==> src/rtl/quiz_pkg.sv <==
// quiz_pkg -- shared types and constants for the quiz host controller.
//   state_e         : host FSM states (IDLE, CLEARING, ARMED, ANSWERING)
//   OWNER_*         : answer_owner encodings (11 is never driven)
//   SCORE_W_DEFAULT : default score width in bits
package quiz_pkg;

  typedef enum logic [1:0] {
    ST_IDLE      = 2'd0,
    ST_CLEARING  = 2'd1,
    ST_ARMED     = 2'd2,
    ST_ANSWERING = 2'd3
  } state_e;

  localparam logic [1:0] OWNER_NONE = 2'b00;
  localparam logic [1:0] OWNER_U1   = 2'b01;
  localparam logic [1:0] OWNER_U2   = 2'b10;

  localparam int SCORE_W_DEFAULT = 8;

endpackage

==> src/rtl/quiz_answer_timer.sv <==
// quiz_answer_timer -- loadable up/down counter shared by the host FSM.
// It counts down to pace the arbiter-clear window and counts up to time the
// judge's answer window.
// Ports:
//   clk          : clock, rising edge
//   rst          : asynchronous active-low reset (count -> 0)
//   i_clear      : synchronous clear to 0 (highest priority)
//   i_load       : synchronous load of i_load_val
//   i_load_val   : value loaded when i_load is high
//   i_en         : count enable
//   i_down       : 1 = count down, 0 = count up
//   o_clear_done : count is 0 (end of a down-counted clear window)
//   o_expire     : count equals EXPIRE_VAL (last cycle of the answer window)
module quiz_answer_timer #(
  parameter int CNT_W      = 5,
  parameter int EXPIRE_VAL = 15
) (
  input  logic             clk,
  input  logic             rst,
  input  logic             i_clear,
  input  logic             i_load,
  input  logic [CNT_W-1:0] i_load_val,
  input  logic             i_en,
  input  logic             i_down,
  output logic             o_clear_done,
  output logic             o_expire
);

  localparam logic [CNT_W-1:0] EXPIRE_CNT = CNT_W'(EXPIRE_VAL);

  logic [CNT_W-1:0] r_count;

  always_ff @(posedge clk or negedge rst) begin
    if (!rst) begin
      r_count <= '0;
    end else if (i_clear) begin
      r_count <= '0;
    end else if (i_load) begin
      r_count <= i_load_val;
    end else if (i_en) begin
      r_count <= i_down ? (r_count - 1'b1) : (r_count + 1'b1);
    end
  end

  assign o_clear_done = (r_count == '0);
  assign o_expire     = (r_count == EXPIRE_CNT);

endmodule

==> src/rtl/quiz_host_controller.sv <==
// quiz_host_controller -- quiz host sequencer around a fastest-finger arbiter.
// Arms the arbiter, latches which contestant buzzed, waits for the judge's
// verdict (or a timeout) and keeps running scores.
// Build option: define QUIZ_PENALTY_EN to make wrong answers and timeouts
// cost the answering contestant one point (saturating at 0). Without it,
// wrong answers and timeouts leave the scores untouched.
// Ports:
//   clk                        : clock, rising edge
//   rst                        : asynchronous active-low reset
//   start_round                : one-cycle request to arm a round (IDLE only)
//   winner_user1/winner_user2  : latched winner lines from the arbiter
//   judge_correct/judge_wrong  : one-cycle verdict pulses
//   arb_clear                  : active-high clear to the arbiter
//   answer_owner               : 00 none, 01 user1, 10 user2
//   score_user1/score_user2    : running scores, saturating
//   round_done/tie_seen/timeout: one-cycle event pulses
//   busy                       : high in every state except IDLE
module quiz_host_controller
  import quiz_pkg::*;
#(
  parameter int ANSWER_TIMEOUT = 1000,
  parameter int CLEAR_CYCLES   = 2,
  parameter int SCORE_W        = SCORE_W_DEFAULT
) (
  input  logic               clk,
  input  logic               rst,
  input  logic               start_round,
  input  logic               winner_user1,
  input  logic               winner_user2,
  input  logic               judge_correct,
  input  logic               judge_wrong,
  output logic               arb_clear,
  output logic [1:0]         answer_owner,
  output logic [SCORE_W-1:0] score_user1,
  output logic [SCORE_W-1:0] score_user2,
  output logic               round_done,
  output logic               tie_seen,
  output logic               timeout,
  output logic               busy
);

  // One counter serves both windows, so size it for the longer one.
  localparam int TMR_MAX = (ANSWER_TIMEOUT > CLEAR_CYCLES) ? ANSWER_TIMEOUT : CLEAR_CYCLES;
  localparam int TMR_W   = $clog2(TMR_MAX + 1);
  localparam logic [TMR_W-1:0] CLR_LOAD = TMR_W'(CLEAR_CYCLES - 1);

  function automatic logic [SCORE_W-1:0] sat_inc(input logic [SCORE_W-1:0] v);
    return (&v) ? v : (v + 1'b1);
  endfunction

`ifdef QUIZ_PENALTY_EN
  function automatic logic [SCORE_W-1:0] sat_dec(input logic [SCORE_W-1:0] v);
    return (v == '0) ? v : (v - 1'b1);
  endfunction
`endif

  state_e             r_state;
  logic               r_arb_clear;
  logic [1:0]         r_owner;
  logic [SCORE_W-1:0] r_score1;
  logic [SCORE_W-1:0] r_score2;
  logic               r_round_done;
  logic               r_tie;
  logic               r_timeout;
  logic               r_busy;

  logic w_one_win;
  logic w_tie;
  logic w_correct;
  logic w_wrong;
  logic w_tmr_clear;
  logic w_tmr_load;
  logic w_tmr_en;
  logic w_tmr_down;
  logic w_clear_done;
  logic w_expire;

  assign w_one_win = winner_user1 ^ winner_user2;
  assign w_tie     = winner_user1 & winner_user2;
  // Contradictory verdicts cancel each other out.
  assign w_correct = judge_correct & ~judge_wrong;
  assign w_wrong   = judge_wrong & ~judge_correct;

  // Load the clear window when entering CLEARING (from IDLE or after a tie);
  // hold the counter at 0 in IDLE/ARMED so ANSWERING always starts from 0.
  assign w_tmr_load  = ((r_state == ST_IDLE) && start_round) ||
                       ((r_state == ST_ARMED) && w_tie);
  assign w_tmr_clear = ((r_state == ST_IDLE) && !start_round) ||
                       ((r_state == ST_ARMED) && !w_tie);
  assign w_tmr_en    = ((r_state == ST_CLEARING) && !w_clear_done) ||
                       (r_state == ST_ANSWERING);
  assign w_tmr_down  = (r_state == ST_CLEARING);

  quiz_answer_timer #(
    .CNT_W      (TMR_W),
    .EXPIRE_VAL (ANSWER_TIMEOUT - 1)
  ) u_timer (
    .clk          (clk),
    .rst          (rst),
    .i_clear      (w_tmr_clear),
    .i_load       (w_tmr_load),
    .i_load_val   (CLR_LOAD),
    .i_en         (w_tmr_en),
    .i_down       (w_tmr_down),
    .o_clear_done (w_clear_done),
    .o_expire     (w_expire)
  );

  always_ff @(posedge clk or negedge rst) begin
    if (!rst) begin
      r_state      <= ST_IDLE;
      r_arb_clear  <= 1'b1;
      r_owner      <= OWNER_NONE;
      r_score1     <= '0;
      r_score2     <= '0;
      r_round_done <= 1'b0;
      r_tie        <= 1'b0;
      r_timeout    <= 1'b0;
      r_busy       <= 1'b0;
    end else begin
      r_round_done <= 1'b0;
      r_tie        <= 1'b0;
      r_timeout    <= 1'b0;
      case (r_state)
        ST_IDLE: begin
          if (start_round) begin
            r_state <= ST_CLEARING;
            r_busy  <= 1'b1;
          end
        end
        ST_CLEARING: begin
          if (w_clear_done) begin
            r_state     <= ST_ARMED;
            r_arb_clear <= 1'b0;
          end
        end
        ST_ARMED: begin
          if (w_tie) begin
            // Nobody wins a tie: clear the arbiter and re-arm.
            r_tie       <= 1'b1;
            r_state     <= ST_CLEARING;
            r_arb_clear <= 1'b1;
          end else if (w_one_win) begin
            r_state <= ST_ANSWERING;
            r_owner <= winner_user1 ? OWNER_U1 : OWNER_U2;
          end
        end
        ST_ANSWERING: begin
          // A verdict on the expiry cycle wins over the timeout.
          if (w_correct || w_wrong || w_expire) begin
            r_state      <= ST_IDLE;
            r_arb_clear  <= 1'b1;
            r_owner      <= OWNER_NONE;
            r_busy       <= 1'b0;
            r_round_done <= 1'b1;
            if (w_correct) begin
              if (r_owner == OWNER_U1) begin
                r_score1 <= sat_inc(r_score1);
              end else if (r_owner == OWNER_U2) begin
                r_score2 <= sat_inc(r_score2);
              end
            end else begin
              r_timeout <= !w_wrong;
`ifdef QUIZ_PENALTY_EN
              if (r_owner == OWNER_U1) begin
                r_score1 <= sat_dec(r_score1);
              end else if (r_owner == OWNER_U2) begin
                r_score2 <= sat_dec(r_score2);
              end
`else
`endif
            end
          end
        end
        default: begin
          r_state <= ST_IDLE;
        end
      endcase
    end
  end

  assign arb_clear    = r_arb_clear;
  assign answer_owner = r_owner;
  assign score_user1  = r_score1;
  assign score_user2  = r_score2;
  assign round_done   = r_round_done;
  assign tie_seen     = r_tie;
  assign timeout      = r_timeout;
  assign busy         = r_busy;

endmodule

==> config.mk <==
export PLATFORM = sky130hd
export DESIGN_NAME = quiz_host_controller
export DESIGN_NICKNAME = d
export VERILOG_FILES = /design/src/rtl/quiz_pkg.sv /design/src/rtl/quiz_answer_timer.sv /design/src/rtl/quiz_host_controller.sv
export SDC_FILE = /design/constraint.sdc
export NUM_CORES = 1
export LEC_CHECK = 0
export CAP_MARGIN = 20
export CORE_MARGIN = 1
export CORE_UTILIZATION = 30
export CTS_CLUSTER_DIAMETER = 40
export DETAILED_ROUTE_END_ITERATION = 12
export PLACE_DENSITY_LB_ADDON = 0.05
export RECOVER_POWER = 50
export SYNTH_ARGS = -nofsm -noshare
export SYNTH_HDL_FRONTEND = slang
export SYNTH_HIERARCHICAL = 1
export SYNTH_SLANG_ARGS = --single-unit
==> constraint.sdc <==
create_clock -name clk -period 2.7 [get_ports clk]
set_input_delay 0.54 -clock clk [delete_from_list [all_inputs] [get_ports clk]]
set_output_delay 0.54 -clock clk [all_outputs]
set_load 0.005 [all_outputs]
Word level (Yosys, flattened, before mapping):

Cells that the tools add are included.

* register bits after elaboration: 35
* bits of input ports: 7
* output and inout bits: 23
* logic and storage cells: 92

* $add $sub $neg: 4
* equal/unequal tests: 13
* mux-type cells: 28
* bitwise gates (word level): 9
* reductions and logical operators: 28

Operators by type and width (count)
* $mux W10: 4
* $add A8 B1 Y8 const B: 2
* $mux W2: 8
* $reduce_and A8 Y1: 2
* $mux W1: 12
* $reduce_and A4 Y1: 3
* $add A10 B1 Y10 const B: 1
* $eq A10 B10 Y1 const B: 1
* $logic_not A10 Y1: 1
* $ne A2 B2 Y1 const B: 5
* $sub A10 B1 Y10 const B: 1
* $pmux W2 S4: 1
* $eq A2 B2 Y1 const B: 3
* $reduce_and A6 Y1: 1
* $reduce_bool A3 Y1: 2
* $logic_and A1 B1 Y1: 5
* $logic_or A1 B1 Y1: 5
* $not A1 Y1: 5
* $reduce_and A5 Y1: 1
* $eq A2 B1 Y1 const B: 2
* $logic_not A1 Y1: 4
* $pmux W2 S2: 1
* $reduce_bool A2 Y1: 2
* $and A1 B1 Y1: 3
* other kinds (7): 7

Logic depth before layout (Yosys ltp):

Gate-level depths: netlist of run 1.

* depth in word-level cells: 7
* depth in mapped cells: 9
* mapped depth without buffers: 8

Hierarchy:

The synthesis of run 1 kept the hierarchy.

By module, submodules not included
* quiz_host_controller: instances 1, cells each 125, area each 1316.3 um^2, sequential area each 626.9 um^2
* quiz_answer_timer: instances 1, cells each 123, area each 1013.5 um^2, sequential area each 250.2 um^2

Worst setup path before layout of run 1:

Ideal clock, no wire load.

* path kind: register -> register
* from: register r_state[0]
* to: register u_timer.r_count[6]
* library setup time: 0.094 ns
* arrival time: 2.591 ns
* data required time: 2.606 ns
* path slack: 0.015 ns
* stages on the path, launching flop included: 10
* buffers on the path: 1
* clock period less this slack: 2.685 ns
* cell sequence: dfrtp_1 -> clkbuf_1 -> inv_1 -> nor2_1 -> ha_1 -> a211oi_2 -> nor2_1 -> nor4b_1 -> o31ai_1 -> a221oi_2

* longest elaborated chain between the ends: 5
* elaborated cells between the ends (all ways): 17
* those cells by class: eq/ne (3); mux (4); reduce/logical (10)

RTL lines
* start: declaration: RTL line quiz_host_controller.sv:57 `state_e r_state;`
* start signal: assignment: RTL line quiz_host_controller.sv:111 `r_state <= ST_IDLE;`
* start signal: assignment: RTL line quiz_host_controller.sv:127 `r_state <= ST_CLEARING;`
* start signal: assignment: RTL line quiz_host_controller.sv:133 `r_state <= ST_ARMED;`
* $eq A2 B1 Y1 (*): RTL line quiz_host_controller.sv:92 `assign w_tmr_down = (r_state == ST_CLEARING);`
* net w_tmr_down: RTL line quiz_host_controller.sv:74 `logic w_tmr_down;`
* $mux W10: RTL line quiz_answer_timer.sv:41 `r_count <= i_down ? (r_count - 1'b1) : (r_count + 1'b1);`
* $mux W10: RTL line quiz_answer_timer.sv:40 `end else if (i_en) begin`
* $mux W10: RTL line quiz_answer_timer.sv:38 `end else if (i_load) begin`
* $mux W10: RTL line quiz_answer_timer.sv:36 `end else if (i_clear) begin`
* end signal: assignment: RTL line quiz_answer_timer.sv:39 `r_count <= i_load_val;`
* end signal: assignment: RTL line quiz_answer_timer.sv:41
* end: declaration: RTL line quiz_answer_timer.sv:31 `logic [CNT_W-1:0] r_count;`

Mark *: on every way through the listed nets, which the timed path passes. The rest lies on a longest branch. The select of a mux whose other input is x is not followed.
A chain may end at the register's enable or synchronous reset.

Worst setup path in the final report of run 1:

* from: register u_timer.r_count[0]
* to: register r_score2[1] (netlist: score_user2[1])

* longest elaborated chain between the ends: 3

RTL lines
* $eq A10 B10 Y1: RTL line quiz_answer_timer.sv:46 `assign o_expire = (r_count == EXPIRE_CNT);`
* net w_expire: RTL line quiz_host_controller.sv:76 `logic w_expire;`
* $logic_or A1 B1 Y1: RTL line quiz_host_controller.sv:150 `if (w_correct || w_wrong || w_expire) begin`
* $reduce_and A6 Y1 (no source line)
* end signal: assignment: RTL line quiz_host_controller.sv:160 `r_score2 <= sat_inc(r_score2);`
* end: declaration: RTL line quiz_host_controller.sv:61 `logic [SCORE_W-1:0] r_score2;`

The timed path passes the listed nets, and every way through them passes these cells.

==> results of run 1 <==
## registers in the layout, summed over array words and instances (netlist names)
name / count
arb_clear: 1
r_state: 2
score_user1: 8
tie_seen: 1
score_user2: 8
round_done: 1
answer_owner: 2
timeout: 1
busy: 1
u_timer/r_count: 10
## per-stage QoR
step                       util  TNS (ns)  std cells
after floorplan               -         0        257
final                     0.394         0        396
after CTS                 0.395         0        396
after detailed placement  0.384   -0.0131        388
after global routing      0.394         0        396
after global placement    0.384         0        388
## cell usage in the layout (no fill, tap or decap), drive strengths merged, types with 2 or more instances in the layout
master	count
nor2b	2
buf	13
a211oi	7
clkbuf	8
clkdlybuf4s50	19
nor4b	6
ha	13
a21oi	25
nand4	2
and4	4
nor4	6
mux2	4
o31ai	3
nor3b	5
conb	11
dlygate4sd3	9
or4	5
o41ai	2
a221oi	2
or3	2
nand3b	3
inv	12
xnor2	3
and3	2
a31oi	2
nand3	4
nand2	18
dfrtp	34
mux2i	6
nor3	5
o21ai	8
a21o	3
nor2	25
xor2	14
## where the power goes
part / leakage (nW) / internal (W) / switching [W] / total (W)
logic: 0.831 / 0.000953 / 0.00110 / 0.00205
clock network: 0.0412 / 0.000181 / 0.000203 / 0.000384
registers: 0.450 / 0.000677 / 0.000139 / 0.000816
## cells by family (layout without fill, tap and decap cells)
| logic type | count (synthesis) | after routing | share of synthesized area |
|---|---|---|---|
| buffers and inverters | 23 | 63 | 0.0414 |
| multiplexers | 10 | 10 | 0.0451 |
| AND/OR/NAND/NOR | 92 | 92 | 0.237 |
| adder cells (fa/ha/maj) | 14 | 14 | 0.0784 |
| other | 2 | 11 | 0.00322 |
| flip-flops | 35 | 35 | 0.376 |
| XOR/XNOR | 17 | 17 | 0.0639 |
| AO/OA/AOI/OAI | 55 | 55 | 0.155 |
## cell usage after synthesis (2+ instances only)
library cell  count  area share
a21o_1            3      0.0097
a21oi_1          25       0.054
and4_1            4       0.015
mux2i_1           6       0.026
nor4b_1           2      0.0075
nand3b_1          3      0.0097
and3_1            2      0.0054
o21ai_1           3      0.0064
o31ai_1           3      0.0097
xor2_1           14       0.053
nor4b_2           4       0.026
nor4_2            2       0.011
inv_2             2      0.0032
nor2_1           25       0.040
inv_1            10       0.016
o41ai_2           2       0.014
nor4_1            4       0.011
nor3_1            5       0.011
or3_1             2      0.0054
a211oi_1          6       0.019
o21ai_0           5       0.011
nand3_1           4      0.0086
nand2_1          17       0.027
conb_1            2      0.0032
or4_1             4       0.013
dfrtp_1          34        0.37
ha_1             13       0.070
mux2_2            4       0.019
clkbuf_1          8       0.013
buf_2             2      0.0043
xnor2_1           3       0.011
nand4_1           2      0.0054
nor3b_1           5       0.016
a31oi_1           2      0.0054
## metal layers
| metal | part of all wire | up-vias | global-route usage |
|---|---|---|---|
| met3 | 0.019 | 2 | 0.0262 |
| met4 | 0.0048 | 0 | 0.0457 |
| met1 | 0.51 | 916 | 0.187 |
| met2 | 0.47 | 22 | 0.222 |
| met5 | 0 | - | 0 |
| li1 | - | 985 | - |
## worst max-delay path by stage
stage                         end  cells after the start               start
2_1_floorplan  u_timer/r_count[6]                      9          r_state[0]
3_3_place_gp       score_user2[1]                      7         judge_wrong
3_5_place_dp       score_user2[1]                      7         judge_wrong
4_1_cts        u_timer/r_count[6]                      9          r_state[0]
5_1_grt        u_timer/r_count[6]                      9          r_state[0]
6_report           score_user2[1]                      7  u_timer/r_count[0]
## cell type report
| type | instances | area [µm²] |
|---|---|---|
| clock inverter | 2 | 12.5 |
| timing repair buffer | 43 | 385 |
| fill | 772 | 4460 |
| multi-input combinational | 199 | 1390 |
| inverter | 12 | 45.0 |
| tap | 99 | 124 |
| clock buffer | 6 | 72.6 |
| sequential | 35 | 877 |
==> key figures, run 1 <==
Synthesis
  • Ys flop type: dfrtp_1
  • Yosys cell types: 50
  • Synth Register Bits: 35
  • Asr flop ratio synth: 1.00
  • Register area share after synthesis: 0.376
  • EDFF count, synth: 0
  • Synth Instances: between 200 and 250
  • Syn. warnings: 6
  • Syn_area_per_cell: ~9.4 µm²
  • Syn Std Cell Area: 2330 µm²

Floorplanning
  • FP Rows: 31
  • Initial Utilization: 0.316
  • Height of the die: 90.1 µm
  • Core Area: 7370 µm²
  • Top Ports: 30
  • Die area: 8120 µm²
  • Die width: about 90 µm

Hold path
  • Min-Delay Path Depth: 1
  • Hold Crit Class: flop to flop
  • Hold path start: score_user1[6]
  • Sink of the worst hold path: score_user1[6]

CTS
  • Clk sinks: 35
  • CTS-repair resized insts: 0
  • Clk root buf: clkbuf_8
  • Clk_lat worst skew: 0.29 ns
  • CTS tree: done
  • Maximum clock insertion buffer count: 2
  • Clock slew at reported path FFs: 0.08 ns
  • Inserted Clock Buffers: 5
  • Hold-fix buffers, CTS: 0
  • Post-CTS setup buffers: 0
  • Htree depth: 2

Finish
  • Diode count: 0
  • Final nets: 317
  • Layout Area Growth over Synthesis: 24.8%
  • Share of cells above drive strength 1: 0.135
  • Finished Cell Area: 2910 µm²

Global routing
  • Total GRT Usage: 0.139
  • First-pass GRT wire length: between 9000 and 10000 µm
  • Vias in the first global route: between 1.5k and 2k
  • Pin count of the biggest net entering global routing: 36
  • Antenna violations before repair: 0
  • GRT overflow: 0

Route
  • Total wire length: between 5000 and 6000 µm
  • Antenna viol nets, final: 0
  • Via/cell ratio: 4.86
  • 1st-pass router iterations: 4
  • Initial drt markers: 55
  • Routed len/inst: 13.2 µm
  • DRC violations left: 0
  • Vias: 1925

Setup path
  • Reg2reg path depth: 7
  • CP top delay family: simple AND/OR/NAND/NOR gates
  • CP max-delay cell: or4_4
  • Maximum fanout along the worst path: 7
  • Worst Path Buf+Inv: 1
  • Critical Path Source Type: flop
  • Max stage delay on crit path: 0.58 ns
  • Required @ worst endpoint: 2.88 ns
  • Reg2reg end: score_user2[1]
  • Critical Path AT: approximately 2.6 ns
  • Reg2Reg Launch Point: u_timer/r_count[0]
  • CP Cell Sequence: nand4_1, nor4_1, clkbuf_1, nor2b_4, or4_4, nor2_1, mux2_2
  • Flop2flop setup slack: 0.29 ns
  • Worst setup EP type: flop
  • CP Class: flop to flop

STA
  • Worst clock skew: 0.00867 ns
  • Tightest Pin Transition: 1.97 ns
  • Worst setup margin: about 0.29 ns
  • Relative slew slack: -0.315
  • RSZ-0062 raised after global routing: false
  • Hold violation count in the final report: 0
  • Final slew viol count: 36
  • Max Clk Rate: 415 MHz
  • Min cycle time layout: 2.41 ns
  • Final setup vio count: 0
  • Hold WS: 0.476 ns
  • Final period utilization: 0.892

Placed design
  • Routability cong.: 0.769
  • Pre-CTS WS: -0.0131 ns
  • Port buffer count: 29
  • Final HPWL DP: just under 4000 µm
  • Placed cell area: 2830 µm²

Pwr
  • Power Total: 0.00325 W
  • LEAKAGE: 1.32 nW
  • Pwr dens: 1120 nW/µm²
  • Peak supply drop: 0.489 mV

Status
  • Outcome: complete, but fails checks
  • Failing checks: capacitance limit, slew limit

Flow run
  • Max-cap viol count: 1
No activity file was read; power rests on OpenSTA's default activity.
==> run 2: changes to the inputs <==
--- a/config.mk
+++ b/config.mk
@@ -5,6 +5,7 @@
 export SDC_FILE = /design/constraint.sdc
 export NUM_CORES = 1
 export LEC_CHECK = 0
+export ABC_AREA = 1
 export CAP_MARGIN = 20
 export CORE_MARGIN = 1
 export CORE_UTILIZATION = 30
==> constraint.sdc (replaced) <==
create_clock -name clk -period 2.7 [get_ports clk]
set_input_delay 0.54 -clock clk [delete_from_list [all_inputs] [get_ports clk]]
set_output_delay 0.54 -clock clk [all_outputs]
set_load 0.05 [all_outputs]
==> key figures, run 2 <==
CTS
  • CTS tree: done
  • CTS-repair resized insts: 0
  • Hold-fix buffers, CTS: 0
  • Maximum clock insertion buffer count: 2
  • Post-CTS setup buffers: 0
  • Clk_lat worst skew: 0.29 ns
  • Inserted Clock Buffers: 5
  • Clk sinks: 35
  • Clk root buf: clkbuf_8
  • Clock slew at reported path FFs: 0.07 ns
  • Htree depth: 2

Synthesis
  • Syn Std Cell Area: 2470 µm²
  • Ys flop type: dfrtp_1
  • Synth Register Bits: 35
  • Synth Instances: around 350
  • Count leader, synth: nand2_1
  • EDFF count, synth: 0
  • Syn. warnings: 6
  • Register area share after synthesis: 0.356
  • Synth cell count leaders: nand2_1 (126), inv_1 (41), nor2_1 (38), dfrtp_1 (34), nand3_1 (25)
  • Yosys top cell area share: 0.345
  • Asr flop ratio synth: 1.00
  • Syn_area_per_cell: 7.01 µm²
  • Synth top area cells: dfrtp_1 (35%), nand2_1 (19%), ha_1 (6.6%), inv_1 (6.2%), nor2_1 (5.8%)
  • Yosys cell types: 37
  • Area leader, netlist: dfrtp_1

Status
  • Outcome: complete, but fails checks
  • Failing checks: capacitance limit, slew limit

Global routing
  • First-pass GRT wire length: 9990 µm
  • Total GRT Usage: 0.147
  • Antenna violations before repair: 0
  • Pin count of the biggest net entering global routing: 36
  • GRT overflow: 0
  • Vias in the first global route: 2119

STA
  • Setup TNS: 0 ns
  • RSZ-0062 raised after global routing: false
  • Hold WS: 0.475 ns
  • Worst clock skew: 0.00988 ns
  • Final period utilization: 0.844
  • Tightest Pin Transition: ~2.0 ns
  • Final slew viol count: 36
  • Max Clk Rate: 439 MHz
  • Final setup vio count: 0
  • Hold violation count in the final report: 0
  • Relative slew slack: -0.340
  • Min cycle time layout: 2.28 ns

Finish
  • Commonest non-fill, non-tap cells in the layout: nand2_1 (127), inv_1 (41), nor2_1 (38), dfrtp_1 (34)
  • Layout Area Growth over Synthesis: 20.9%
  • Final nets: 418
  • Leading cell type in the layout, fill and taps excluded: nand2_1
  • Max reg flops: 10
  • Share of cells above drive strength 1: 0.0655
  • Fill count: 871
  • Finished Cell Area: 2980 µm²
  • Biggest register: u_timer/r_count
  • Diode count: 0

Floorplanning
  • Top Ports: 30
  • Height of the die: 92.7 µm
  • Die area: ~8600 µm²
  • Initial Utilization: 0.314
  • FP Rows: 32
  • Die width: about 93 µm
  • Core Area: between 7000 and 8000 µm²

Setup path
  • Worst setup EP type: flop
  • Required @ worst endpoint: between 2 and 3 ns
  • Max stage delay on crit path: 0.45 ns
  • CP Cell Sequence: inv_1, nand2_1, inv_1, ha_1, nand2_1, nand2_1, o21bai_1, nand2_1, nand2_1, nand2_1, nand3_1, nand2_1, nand2_1
  • Critical Path Source Type: flop
  • CP max-delay cell: dfrtp_1
  • CP Class: flop to flop
  • CP dominant cell by count: nand2_1
  • Critical Path AT: 2.46 ns
  • Maximum fanout along the worst path: 11

Route
  • Initial drt markers: 60
  • Routed len/inst: 11.6 µm
  • Vias: 2249
  • DRC violations left: 0
  • Antenna viol nets, final: 0
  • Total wire length: 5770 µm
  • 1st-pass router iterations: 4
  • Via/cell ratio: 4.51

Placed design
  • Placed cell area: approximately 2900 µm²
  • Routability cong.: 0.819
  • Final HPWL DP: ~4300 µm
  • Port buffer count: 29

Pwr
  • Pwr dens: 1070 nW/µm²
  • Peak supply drop: 0.505 mV
  • LEAKAGE: 1.56 nW

Hold path
  • Hold Crit Class: flop to flop

Flow run
  • Max-cap viol count: 1
[run 2: cell types whose count changed after synthesis, sizes merged, moves of 7 or more]
| cell | previous run | this run |
|---|---|---|
| clkbuf | 8 | 0 |
| inv | 12 | 44 |
| nor2 | 25 | 42 |
| xor2 | 14 | 7 |
| a21oi | 25 | 7 |
| a211oi | 7 | 0 |
| nand3 | 4 | 27 |
| nand2 | 18 | 131 |
[run 2: final timing paths]
path / from / endpoint / slack (ns) / cells after the start
worst max-delay path: r_state[1] / u_timer/r_count[5] / 0.42 / 13
worst min-delay path: busy / busy / 0.48 / 2
worst max register to register: r_state[1] / u_timer/r_count[5] / 0.42 / 13
worst min register to register: busy / busy / 0.48 / 2
max in group asynchronous: rst / tie_seen / 0.73 / 1
min in group asynchronous: rst / score_user2[0] / 0.81 / 1
[run 2: kinds of logic after synthesis]
family	count (synthesis)	share of synthesized area
XOR/XNOR	9	0.0320
AO/OA/AOI/OAI	26	0.0629
AND/OR/NAND/NOR	218	0.397
flip-flops	35	0.356
buffers and inverters	48	0.0756
other	2	0.00305
adder cells (fa/ha/maj)	14	0.0741
[run 2: where the power goes]
group          internal (W)  leakage, nW  switching [W]  total [W]
logic              0.000683         1.05        0.00129    0.00197
registers          0.000669        0.460       0.000147   0.000816
clock network      0.000200       0.0470       0.000196   0.000397
[run 2: layer usage]
metal	share of wire	vias to the layer above	global-route usage
li1	-	1195	-
met1	0.50	1011	0.196
met2	0.46	36	0.245
met3	0.031	7	0.0279
met4	0.010	0	0.0385
met5	0	-	0
[run 2: through the flow]
stage / cells / setup WS (ns) / utilization / power [W]
6_report: 499 / 0.421 / 0.380 / 0.00319
5_1_grt: 499 / 0.159 / 0.380 / 0.00352
4_1_cts: 499 / 0.436 / 0.383 / 0.00323
3_5_place_dp: 492 / 0.305 / 0.372 / 0.00281
3_3_place_gp: 492 / 0.356 / 0.372 / 0.00283
2_1_floorplan: 360 / 0.773 / - / 0.00229
[run 2: layout make-up]
class | count | area [µm²] | share of cell area
Clock inverter | 1 | 5.00 | 0.00168
Tap cell | 102 | 128 | 0.0428
Timing Repair Buffer | 32 | 303 | 0.102
Multi-Input combinational cell | 277 | 1410 | 0.474
Clock buffer | 6 | 82.6 | 0.0277
Sequential cell | 35 | 877 | 0.294
Inverter | 46 | 174 | 0.0583
[run 2: critical path: cells and delay by family, from the launching register on]
kind	cells	cell delay [ns]
simple gates	9	0.67
buf+inv	2	0.50
flops	1	0.45
fa+ha+maj	1	0.36
compound gates	1	0.20
==> variant: new RTL, flow settings as in run 2 <==
The 4 states of `state_e` get a Gray code encoding in 2 bits.
--- a/src/rtl/quiz_pkg.sv
+++ b/src/rtl/quiz_pkg.sv
@@ -5,10 +5,10 @@
 package quiz_pkg;
 
   typedef enum logic [1:0] {
-    ST_IDLE      = 2'd0,
-    ST_CLEARING  = 2'd1,
-    ST_ARMED     = 2'd2,
-    ST_ANSWERING = 2'd3
+    ST_IDLE      = 2'b00,
+    ST_CLEARING  = 2'b01,
+    ST_ARMED     = 2'b11,
+    ST_ANSWERING = 2'b10
   } state_e;
 
   localparam logic [1:0] OWNER_NONE = 2'b00;
Check against the original RTL: no difference found for any inputs over 10 cycles, from zero or initial values and one cycle with rst low; not proved beyond that.
==> variant against run 2 <==
- the run still ends with capacitance limit, slew limit left
- non-clock buffer count is 2 higher
- setup slack better by 42 ps
- power is 1.3% higher
- clock power is 26% higher
- area after synthesis is 3.2% higher
- largest power group unchanged
- routed wire length is 2.6% higher
- largest cell class unchanged
- sequential share of layout area is 1.2 points lower
- sequential cell count stayed put
- cell area is 4.4% higher
- global-route usage is 0.086 points higher
- combinational power is 3% lower
==> variant: results (changes against run 2) <==
Synthesis
  – Fraction of registers with async set/reset: 1.00 (unchanged)
  – Yosys warns: 6 (unchanged)
  – Post-synth top flop: dfrtp_1
  – Top cells by area, synth: dfrtp_1 33%, nand2_1 20%, ha_1 6.4%, inv_1 6.0%, nor2_1 6.0%
  – Top cells by count, synth: 137 x nand2_1, 41 x inv_1, 41 x nor2_1
  – Avg Cell Area, Syn: 6.93 sq um (-1.0%)
  – Synth cell types: 37 (unchanged)
  – Post-synthesis sequential area ratio: 0.345 (-0.0110)

Drt
  – DRT Wirelength: 5920 um (+2.6%)
  – Drt pass-1 iters: 4 (unchanged)
  – Wire per inst: 11.4 um (-1.4%)
  – Vias/cell: 4.43 (-1.8%)
  – DRT iter0 DRCs: 83 (+38%)

Global routing
  – GRT Total Usage: 0.148 (+0.000865)
  – Initial antenna violation count: 0 (unchanged)
  – First-pass GRT wire length: 10200 um (+2.3%)
  – Pin count of the biggest net entering global routing: 36 (unchanged)
  – Number of global-route vias before repair: 2156 (+1.7%)

Clocking
  – Post-CTS Hold Buffers: 0 (unchanged)
  – Cts bufs inserted: 5 (unchanged)
  – Clock network latency to the later pin of the worst-skew pair: 290 ps (about the same)
  – Worst-path clk slew: 70 ps (about the same)
  – Htree depth: 2 (unchanged)
  – Post-CTS Setup Bufs: 0 (unchanged)
  – Longest Clk Path Bufs: 2 (unchanged)
  – Clock root cell: clkbuf_8
  – Post-CTS Resized: 0 (unchanged)

Placed design
  – Placer congestion estimate: 0.829 (+1.3%)
  – Hpwl dp: 4420 um (+1.8%)
  – IO buf count: 29 (unchanged)
  – Inst Count DP: 511 (+3.9%)

Timing
  – Worst slew pin tran: 1960 ps (-52.9 ps)
  – Final slew viol count: 36 (unchanged)
  – Setup TNS Final: 0 ps (unchanged)
  – Final Skew: 13.1 ps (+3.24 ps)

Run
  – Maxcap violations: 1 (unchanged)

Cells and area
  – Largest register FFs: 10 (unchanged)
  – Reg with most FFs: u_timer/r_count
  – Final layout net count: 434 (+3.8%)
  – Antenna cells: 0 (unchanged)
  – Fill cells: 872 (+0.11%)
  – Layout cells sized above 1: 0.0821 (+0.0166)

Power
  – Max rail drop VDD: 0.000392 V (-23%)
  – Lkg Pwr: 1.63 nW (+4.5%)

Hold path
  – Min-delay worst type: reg2reg

Outcome
  – Failing checks: capacitance limit, slew limit
  – Status: complete, but fails checks

Setup path
  – Largest fanout on the critical path: 10 (-1)
  – Arrival @ worst endpoint: 2400 ps (-60 ps)
==> variant: where the power goes <==
part,switching [W],internal [W],total (W)
Combinational,0.00124,0.000666,0.00191
Clock,0.000203,0.000299,0.000502
Sequential,0.000146,0.000673,0.000819
==> variant: worst max-delay path, cell delays in order <==
cell and delay, ps:
dlygate4sd3_1 580, ha_1 230, inv_1 120, o21ai_0 120
buf_4 190, o21bai_2 390, nor2_1 70, o21ai_0 80
o21ai_1 90
==> variant: path summary, 6_finish.rpt <==
| check | from | to | slack [ps] | depth (start not counted) |
|---|---|---|---|---|
| max reg2reg | r_state[0] | u_timer/r_count[7] | 460 | 12 |
| max | winner_user1 | u_timer/r_count[4] | 460 | 9 |
| min reg2reg | busy | busy | 480 | 2 |
| min in group asynchronous | rst | score_user2[5] | 790 | 1 |
| max in group asynchronous | rst | u_timer/r_count[9] | 780 | 1 |
| min | busy | busy | 480 | 2 |
==> variant: per-stage QoR <==
| stage | area, sq um | worst slack (ps) |
|---|---|---|
| 6_report | 3110 | 463 |
| 5_1_grt | 3110 | 239 |
| 4_1_cts | 3130 | 445 |
| 3_5_place_dp | 3010 | 304 |
| 3_3_place_gp | 3010 | 305 |
| 2_1_floorplan | 2570 | 741 |
==> variant: per-layer routing <==
metal / part of all wire / GRT usage / up-vias
li1: - / - / 1240
met1: 0.51 / 0.207 / 1015
met2: 0.44 / 0.234 / 38
met3: 0.037 / 0.0291 / 5
met4: 0.0095 / 0.0359 / 0
met5: 0 / 0 / -
==> variant: cell type report <==
| type | count | area, sq um | share of cell area |
|---|---|---|---|
| clock inverter | 2 | 35.0 | 0.0113 |
| multi-input combinational | 291 | 1490 | 0.480 |
| inverter | 46 | 175 | 0.0563 |
| timing repair buffer | 34 | 318 | 0.102 |
| tap | 105 | 131 | 0.0422 |
| sequential | 35 | 877 | 0.282 |
| clock buffer | 6 | 82.6 | 0.0265 |
==> variant: cell families after synthesis <==
kind of cell | share of synthesized area
adders and majority gates | 0.0718
DFF | 0.345
and+or+nand+nor | 0.409
buffers and inverters | 0.0767
AOI/OAI and AO/OA | 0.0639
other | 0.00295
xor gates and xnor gates | 0.0310
